<file path="src/rtl/wb_pkg.sv">
// Shared types and helpers for the Wishbone classic arbiter.
//   wb_arb_state_e : arbiter FSM states
//   wb_resp_t      : device response bundle {ack, err, rty}
//   rr_pick()      : round-robin pick over up to RR_MAX requesters
package wb_pkg;

    localparam int unsigned RR_MAX   = 16;
    localparam int unsigned RR_IDX_W = 4;

    typedef enum logic [1:0] {
        ST_IDLE    = 2'd0,
        ST_GRANTED = 2'd1,
        ST_ABORT   = 2'd2
    } wb_arb_state_e;

    typedef struct packed {
        logic ack;
        logic err;
        logic rty;
    } wb_resp_t;

    // First set bit of req at or after ptr, wrapping at n; 0 when req is empty.
    function automatic logic [RR_IDX_W-1:0] rr_pick(
        input logic [RR_MAX-1:0]   req,
        input logic [RR_IDX_W-1:0] ptr,
        input int unsigned         n
    );
        logic [RR_IDX_W-1:0] pick;
        logic                found;
        int unsigned         idx;
        pick  = '0;
        found = 1'b0;
        for (int unsigned i = 0; i < RR_MAX; i++) begin
            idx = 32'(ptr) + i;
            if (idx >= n) begin
                idx = idx - n;
            end
            if (!found && (i < n) && req[RR_IDX_W'(idx)]) begin
                pick  = RR_IDX_W'(idx);
                found = 1'b1;
            end
        end
        return pick;
    endfunction

endpackage

</file>
<file path="src/rtl/rr_priority_picker.sv">
// Combinational round-robin picker.
//   req_i       : request vector
//   ptr_i       : highest-priority index this round
//   valid_o     : at least one request present
//   grant_oh_o  : one-hot winner (all zero when no request)
//   grant_idx_o : binary winner index
module rr_priority_picker
    import wb_pkg::*;
#(
    parameter  int unsigned NUM_REQ = 4,
    localparam int unsigned IDX_W   = $clog2(NUM_REQ)
) (
    input  logic [NUM_REQ-1:0] req_i,
    input  logic [IDX_W-1:0]   ptr_i,
    output logic               valid_o,
    output logic [NUM_REQ-1:0] grant_oh_o,
    output logic [IDX_W-1:0]   grant_idx_o
);

    logic [RR_IDX_W-1:0] pick;

    always_comb begin
        pick        = rr_pick(RR_MAX'(req_i), RR_IDX_W'(ptr_i), NUM_REQ);
        valid_o     = |req_i;
        grant_idx_o = IDX_W'(pick);
        grant_oh_o  = '0;
        if (valid_o) begin
            grant_oh_o[grant_idx_o] = 1'b1;
        end
    end

endmodule

</file>
<file path="src/rtl/wb_classic_arbiter.sv">
// Wishbone B4 classic arbiter: NUM_CTRL controllers share one device port.
// Round-robin grant held for the whole bus cycle; a watchdog aborts stalled
// transfers with err.
//   clk_i, rst_ni                         : clock, async active-low reset
//   c_cyc/stb/we/adr/sel/dat_i            : controller requests (flat arrays)
//   c_ack/err/rty_o                       : per-controller responses
//   c_dat_o                               : read data, broadcast
//   d_cyc/stb/we/adr/sel/dat_o            : device request
//   d_ack/err/rty/dat_i                   : device response
//   grant_o, busy_o                       : debug owner index, not-idle flag
module wb_classic_arbiter
    import wb_pkg::*;
#(
    parameter  int unsigned NUM_CTRL  = 4,
    parameter  int unsigned DAT_WIDTH = 32,
    parameter  int unsigned ADR_WIDTH = 16,
    parameter  int unsigned SEL_WIDTH = DAT_WIDTH / 8,
    parameter  int unsigned TIMEOUT   = 255,
    localparam int unsigned IDX_W     = $clog2(NUM_CTRL)
) (
    input  logic                          clk_i,
    input  logic                          rst_ni,
    input  logic [NUM_CTRL-1:0]           c_cyc_i,
    input  logic [NUM_CTRL-1:0]           c_stb_i,
    input  logic [NUM_CTRL-1:0]           c_we_i,
    input  logic [NUM_CTRL*ADR_WIDTH-1:0] c_adr_i,
    input  logic [NUM_CTRL*SEL_WIDTH-1:0] c_sel_i,
    input  logic [NUM_CTRL*DAT_WIDTH-1:0] c_dat_i,
    output logic [NUM_CTRL-1:0]           c_ack_o,
    output logic [NUM_CTRL-1:0]           c_err_o,
    output logic [NUM_CTRL-1:0]           c_rty_o,
    output logic [DAT_WIDTH-1:0]          c_dat_o,
    output logic                          d_cyc_o,
    output logic                          d_stb_o,
    output logic                          d_we_o,
    output logic [ADR_WIDTH-1:0]          d_adr_o,
    output logic [SEL_WIDTH-1:0]          d_sel_o,
    output logic [DAT_WIDTH-1:0]          d_dat_o,
    input  logic                          d_ack_i,
    input  logic                          d_err_i,
    input  logic                          d_rty_i,
    input  logic [DAT_WIDTH-1:0]          d_dat_i,
    output logic [IDX_W-1:0]              grant_o,
    output logic                          busy_o
);

    localparam int unsigned WD_W    = (TIMEOUT > 0) ? $clog2(TIMEOUT + 1) : 1;
    localparam logic [WD_W-1:0] WD_LAST = WD_W'((TIMEOUT > 0) ? (TIMEOUT - 1) : 0);

    wb_arb_state_e         state_q, state_d;
    logic [IDX_W-1:0]      grant_q, grant_d;
    logic [NUM_CTRL-1:0]   grant_oh_q, grant_oh_d;
    logic [IDX_W-1:0]      rr_ptr_q, rr_ptr_d;
    logic [WD_W-1:0]       wd_cnt_q, wd_cnt_d;

    logic                  pick_valid;
    logic [NUM_CTRL-1:0]   pick_oh;
    logic [IDX_W-1:0]      pick_idx;

    wb_resp_t              d_resp;
    logic                  resp_any;

    logic                  sel_cyc, sel_stb, sel_we;
    logic [ADR_WIDTH-1:0]  sel_adr;
    logic [SEL_WIDTH-1:0]  sel_sel;
    logic [DAT_WIDTH-1:0]  sel_dat;

    rr_priority_picker #(
        .NUM_REQ (NUM_CTRL)
    ) u_picker (
        .req_i       (c_cyc_i),
        .ptr_i       (rr_ptr_q),
        .valid_o     (pick_valid),
        .grant_oh_o  (pick_oh),
        .grant_idx_o (pick_idx)
    );

    assign d_resp   = '{ack: d_ack_i, err: d_err_i, rty: d_rty_i};
    assign resp_any = d_resp.ack | d_resp.err | d_resp.rty;

    // Request fields of the current owner, selected by the one-hot grant.
    always_comb begin
        sel_cyc = 1'b0;
        sel_stb = 1'b0;
        sel_we  = 1'b0;
        sel_adr = '0;
        sel_sel = '0;
        sel_dat = '0;
        for (int i = 0; i < int'(NUM_CTRL); i++) begin
            if (grant_oh_q[i]) begin
                sel_cyc = c_cyc_i[i];
                sel_stb = c_stb_i[i];
                sel_we  = c_we_i[i];
                sel_adr = c_adr_i[i*ADR_WIDTH +: ADR_WIDTH];
                sel_sel = c_sel_i[i*SEL_WIDTH +: SEL_WIDTH];
                sel_dat = c_dat_i[i*DAT_WIDTH +: DAT_WIDTH];
            end
        end
    end

    // State register.
    always_ff @(posedge clk_i or negedge rst_ni) begin
        if (!rst_ni) begin
            state_q    <= ST_IDLE;
            grant_q    <= '0;
            grant_oh_q <= '0;
            rr_ptr_q   <= '0;
            wd_cnt_q   <= '0;
        end else begin
            state_q    <= state_d;
            grant_q    <= grant_d;
            grant_oh_q <= grant_oh_d;
            rr_ptr_q   <= rr_ptr_d;
            wd_cnt_q   <= wd_cnt_d;
        end
    end

    // Next state, watchdog and bus muxing.
    always_comb begin
        state_d    = state_q;
        grant_d    = grant_q;
        grant_oh_d = grant_oh_q;
        rr_ptr_d   = rr_ptr_q;
        wd_cnt_d   = '0;

        d_cyc_o = 1'b0;
        d_stb_o = 1'b0;
        d_we_o  = 1'b0;
        d_adr_o = '0;
        d_sel_o = '0;
        d_dat_o = '0;
        c_ack_o = '0;
        c_err_o = '0;
        c_rty_o = '0;
        // Read data is broadcast; forced low only while reset is held.
        c_dat_o = rst_ni ? d_dat_i : '0;
        grant_o = grant_q;
        busy_o  = (state_q != ST_IDLE);

        unique case (state_q)
            ST_IDLE: begin
                if (pick_valid) begin
                    grant_d    = pick_idx;
                    grant_oh_d = pick_oh;
                    rr_ptr_d   = (pick_idx == IDX_W'(NUM_CTRL - 1)) ? '0 : pick_idx + IDX_W'(1);
                    state_d    = ST_GRANTED;
                end
            end
            ST_GRANTED: begin
                d_cyc_o = sel_cyc;
                d_stb_o = sel_stb;
                d_we_o  = sel_we;
                d_adr_o = sel_adr;
                d_sel_o = sel_sel;
                d_dat_o = sel_dat;
                c_ack_o = grant_oh_q & {NUM_CTRL{d_resp.ack}};
                c_err_o = grant_oh_q & {NUM_CTRL{d_resp.err}};
                c_rty_o = grant_oh_q & {NUM_CTRL{d_resp.rty}};
                if (!sel_cyc) begin
                    state_d = ST_IDLE;
                end else if ((TIMEOUT != 0) && sel_stb && !resp_any) begin
                    // A response arriving on the last count still wins.
                    if (wd_cnt_q == WD_LAST) begin
                        state_d = ST_ABORT;
                    end else begin
                        wd_cnt_d = wd_cnt_q + WD_W'(1);
                    end
                end
            end
            ST_ABORT: begin
                // Device port idle; late device responses are dropped.
                c_err_o = grant_oh_q;
                state_d = sel_cyc ? ST_GRANTED : ST_IDLE;
            end
            default: begin
                state_d = ST_IDLE;
            end
        endcase
    end

endmodule
</file>
<file path="config.mk">
export PLATFORM = sky130hd
export DESIGN_NAME = wb_classic_arbiter
export DESIGN_NICKNAME = d
export VERILOG_FILES = /design/src/rtl/wb_pkg.sv /design/src/rtl/rr_priority_picker.sv /design/src/rtl/wb_classic_arbiter.sv
export SDC_FILE = /design/constraint.sdc
export NUM_CORES = 1
export LEC_CHECK = 0
export CORE_AREA = 4 4 136 138
export DETAILED_ROUTE_END_ITERATION = 7
export DIE_AREA = 0 0 140 142
export SYNTH_ARGS = -nofsm -noshare
export SYNTH_HDL_FRONTEND = slang
export SYNTH_SLANG_ARGS = --single-unit
</file>
<file path="constraint.sdc">
create_clock -name clk_i -period 3.1 [get_ports clk_i]
set_clock_uncertainty 0.15 [all_clocks]
set_input_delay 0.465 -clock clk_i [delete_from_list [all_inputs] [get_ports clk_i]]
set_output_delay 0.465 -clock clk_i [all_outputs]
set_load 0.01 [all_outputs]
</file>
==> results.md, run 1 <==
Logic synthesis:
- After synthesis, the largest area contributor takes up 14.40% of total cell area.
- The number of nets in the synthesized netlist is 760.
- The gate count of the mapped netlist is roughly 490.
- Counting flops with an async set or reset pin after synthesis yields a share of between 90% and 100%.
- In the synthesized netlist, the cells that appear most often are nor2_1, nor2b_1, a21oi_1.
- In the synthesized netlist the dominant register cell turns out to be dfrtp_1.
- By area the synthesized netlist is led by a221oi_1, dfrtp_1, nor2b_1, a21oi_1, nor3_1.
- The count of cell types in the netlist is 47.
- The synthesized netlist occupies a cell area of about 3300 µm².
- The most common cell in the netlist is nor2_1.
- Yosys mapped a number of flops with a built-in enable equal to 0.
- The proportion of synthesized chip area in sequential cells is a little over an eighth.
- The cell taking the most area after synthesis is a221oi_1.
- For this run, the number of Yosys warnings is 0.
- Synthesis inferred 18 register bits.
- In this run the mean area of a mapped cell was 6.717 µm².

Route:
- In this run, the number of DRC markers left after iteration 0 of detailed routing was 233.
- Across all layers, the routed design uses approximately 4900 vias.
- Once detail routing completed, the nets flagged for antenna violations numbered 0.
- The pre-antenna-repair detailed-routing pass consisted of 5 iterations.
- Summed over all layers, the routed wires come to roughly 18000 µm.
- Dividing the detail-routed via count by the number of cells gives roughly 4.6.
- The detailed-route wire length per cell is between 15 and 20 µm.
- In the routed design, unresolved DRC markers number 0.

GRT:
- In this run the most used layer during global routing was met2.
- In the global route stage, met3 resource usage came out at approximately 4.5%.
- The met2 track demand over resource is 30.11%.
- The via count of the first global-routing pass came to ~5000.
- The first global-routing pass estimated ~28000 µm of wire.
- The pin count of the biggest net entering global routing is 74.
- Global routing consumed, on the met1 layer, 21.43% of the routing resources.
- The initial antenna violation count is 0.
- Global routing used between 10% and 20% of the available tracks across all layers.
- After global routing the overflow that remains totals 0.

Die:
- Pin placement for this block handled between 300 and 400 I/O pins.
- Once the floorplan was initialized, standard cells occupied between 10% and 20% of the core.
- The standard cell core area is between 15000 and 20000 µm².
- The die boundary height is 142 µm.
- The horizontal die dimension is 140 µm.
- In this run the core area contains 48 standard-cell rows.
- The area of the die is slightly below 20000 µm².

CTS:
- The clock sink count is 18.
- In this run, post-CTS repair resized a total of 0 instances.
- The TritonCTS clock tree is done.
- The clock passes through at most 2 buffers.
- The number of buffers added by the clock tree synthesis step is 3.
- The number of levels in the clock H-tree is 1.
- CTS placed an instance of clkbuf_16 at the clock tree root.
- For this design, the CTS-stage hold fixing added 0 buffers.
- Clock-pin slew was measured on the worst setup and hold paths at 50 ps.
- At the later pin of the worst-skew pair, clock insertion delay measures 250 ps.

Placement:
- Once detailed placement completed, the half-perimeter wirelength came to roughly 15000 µm.
- The final weighted congestion in routability-driven placement is around 0.84.
- The placement-stage cell area is 7188 µm².
- In this run the tool buffered the top-level ports with 358 buffer cells.

Power:
- The ratio of total power to cell area is roughly 660 nW/µm².
- Summed over all cells, the static leakage comes to approximately 2.7 nW.
- Across the VDD grid, the largest voltage drop is 272.3 µV.

Setup path:
- The worst setup path is launched from a flip-flop.
- The delay of the slowest cell on the worst path is between 500 and 600 ps.
- The cell at the slowest stage of the critical path is clkdlybuf4s50_1.
- The start-to-end type of the worst setup path is reg -> out.
- The data arrival time of the worst path is approximately 2300 ps.
- The dominant delay contributor by cell family on the critical path is buffers and inverters.
- Walking the worst path, the cells encountered are nor2b_4 -> buf_4 -> a221oi_1 -> nor3_1 -> a21oi_1 -> nor2_1 -> clkdlybuf4s50_1.
- The maximum fanout encountered on the critical timing path is 13.
- The data required time at the worst endpoint is 2480 ps.
- The endpoint class of the critical path is an output pin.
- The critical path contains buffers and inverters numbering 2 combined.

Timing:
- Setup repair after global routing left no endpoint under its margin.
- The total count of hold-check failures in the final report was 0.
- Adding up every negative setup slack in the final design gives 0 ps.
- Subtracting the final worst setup slack from the clock period gives slightly below 3000 ps.
- After layout, the worst path uses between 90 and 100% of the clock period.
- The normalized max-slew margin is between 60% and 70%.
- The slew at the pin closest to its max-slew limit is ~540 ps.
- The achievable clock frequency is 344.9 MHz.
- The count of pins over their slew limit is 0.
- The final number of setup-violating endpoints is 0.
- Hold timing on the final database bottoms out at a slack of roughly 340 ps.

Run status:
- The run finished with clean final reports.

Finish:
- Of the cells placed in the final design, the portion with a size suffix greater than 1 is under 10%.
- The finished cells cover a little over 7000 µm².
- The count of antenna diodes in the layout is 0.
- In the final layout, the multi-input gates occupy 2603 µm².
- The area added between synthesis and finish is 121.5%.
- In the final design database the tool counted roughly 1100 nets.
- The filler cells instantiated in the layout total between 1500 and 2000.
- The area used by sequential logic in the layout is between 400 and 500 µm².

Flow run:
- Max-cap violations in this run came to 0.

Min path:
- The classification of the worst-slack hold path is reg -> reg.
repair_timing:
action / CTS / global route
setup endpoints to repair: 0 / 7
endpoints found under the hold margin: 0 / 0
buffers inserted: 0 / 1
stage by stage:
step | util (%) | power [mW] | setup WS, ps | instances
after global placement | 41.85 | 4.570 | 177.4 | 1046
after global routing | 42.35 | 5.241 | 12.50 | 1051
final | 42.35 | 4.793 | 200.4 | 1051
after detailed placement | 41.85 | 4.563 | 176.2 | 1046
after floorplan | - | 2.606 | 342.2 | 489
after CTS | 42.31 | 4.856 | 97.53 | 1050
area by class of cell:
class | count | share of cell area, %
Sequential cell | 18 | 6.278
Inverter | 11 | 0.5676
Clock buffer | 4 | 1.084
Timing Repair Buffer | 382 | 52.43
Multi-Input combinational cell | 411 | 35.78
Tap cell | 225 | 3.870
cells in the final DEF (no fill, tap or decap), drive strengths merged, types with 2 or more instances in the layout:
cell / instances
ha: 14
nor3: 54
mux2: 7
and2: 36
nand3: 4
o31ai: 2
a21oi: 57
dfrtp: 18
o21ai: 7
buf: 24
mux2i: 2
nor3b: 2
nand2b: 3
inv: 11
a311oi: 3
clkbuf: 4
nor2: 70
xnor2: 4
nor2b: 57
a221oi: 54
xor2: 2
nand2: 9
clkdlybuf4s50: 358
mux4: 2
o211ai: 2
and3: 8
metal layers:
layer  wire [µm]  up-vias  share of wire, %
li1            -     2448                 -
met1        7795     2166                42
met2        8840      218                48
met3        1410       23               7.7
met4         374        0               2.0
met5           0        -                 0
worst register-to-register path: cells and delay by family, from the launching register on:
family | cells | cell delay, ps
buffers and inverters | 3 | 350
flip-flops | 1 | 460
adder cells (fa/ha/maj) | 2 | 630
multiplexers | 1 | 250
AO/OA/AOI/OAI | 3 | 700
final timing paths:
path / start / to / slack [ps] / cells after the start
min in group asynchronous: rst_ni / state_q[0] / 410 / 2
max reg2reg: rr_ptr_q[1] / rr_ptr_q[1] / 440 / 9
max: grant_oh_q[1] / d_adr_o[14] / 200 / 7
min: wd_cnt_q[0] / wd_cnt_q[0] / 340 / 1
min reg2reg: wd_cnt_q[0] / wd_cnt_q[0] / 340 / 1
max in group asynchronous: rst_ni / grant_oh_q[3] / 1860 / 3
state kept, by name (all words and copies together) (netlist names):
register	cells
grant_o	2
grant_oh_q	4
rr_ptr_q	2
state_q	2
wd_cnt_q	8
power breakdown:
part / switching, mW / internal, mW / total (mW)
combinational: 2.04 / 2.09 / 4.13
clock: 0.0862 / 0.175 / 0.261
sequential: 0.0974 / 0.302 / 0.399
kinds of logic after synthesis:
group	count (synthesis)	synth area share (%)
AND/OR/NAND/NOR	250	39.92
AO/OA/AOI/OAI	130	27.66
buffers and inverters	60	7.276
flip-flops	18	13.71
adder cells (fa/ha/maj)	14	5.333
multiplexers	11	4.495
XOR/XNOR	6	1.600
(Power assumes the default switching activity.)
==> inputs of run 2 (changes only) <==
SLEW_MARGIN = 10   (was unset)
==> results of run 2 <==
The final DEF is identical to that of run 1; final timing and power are the same.
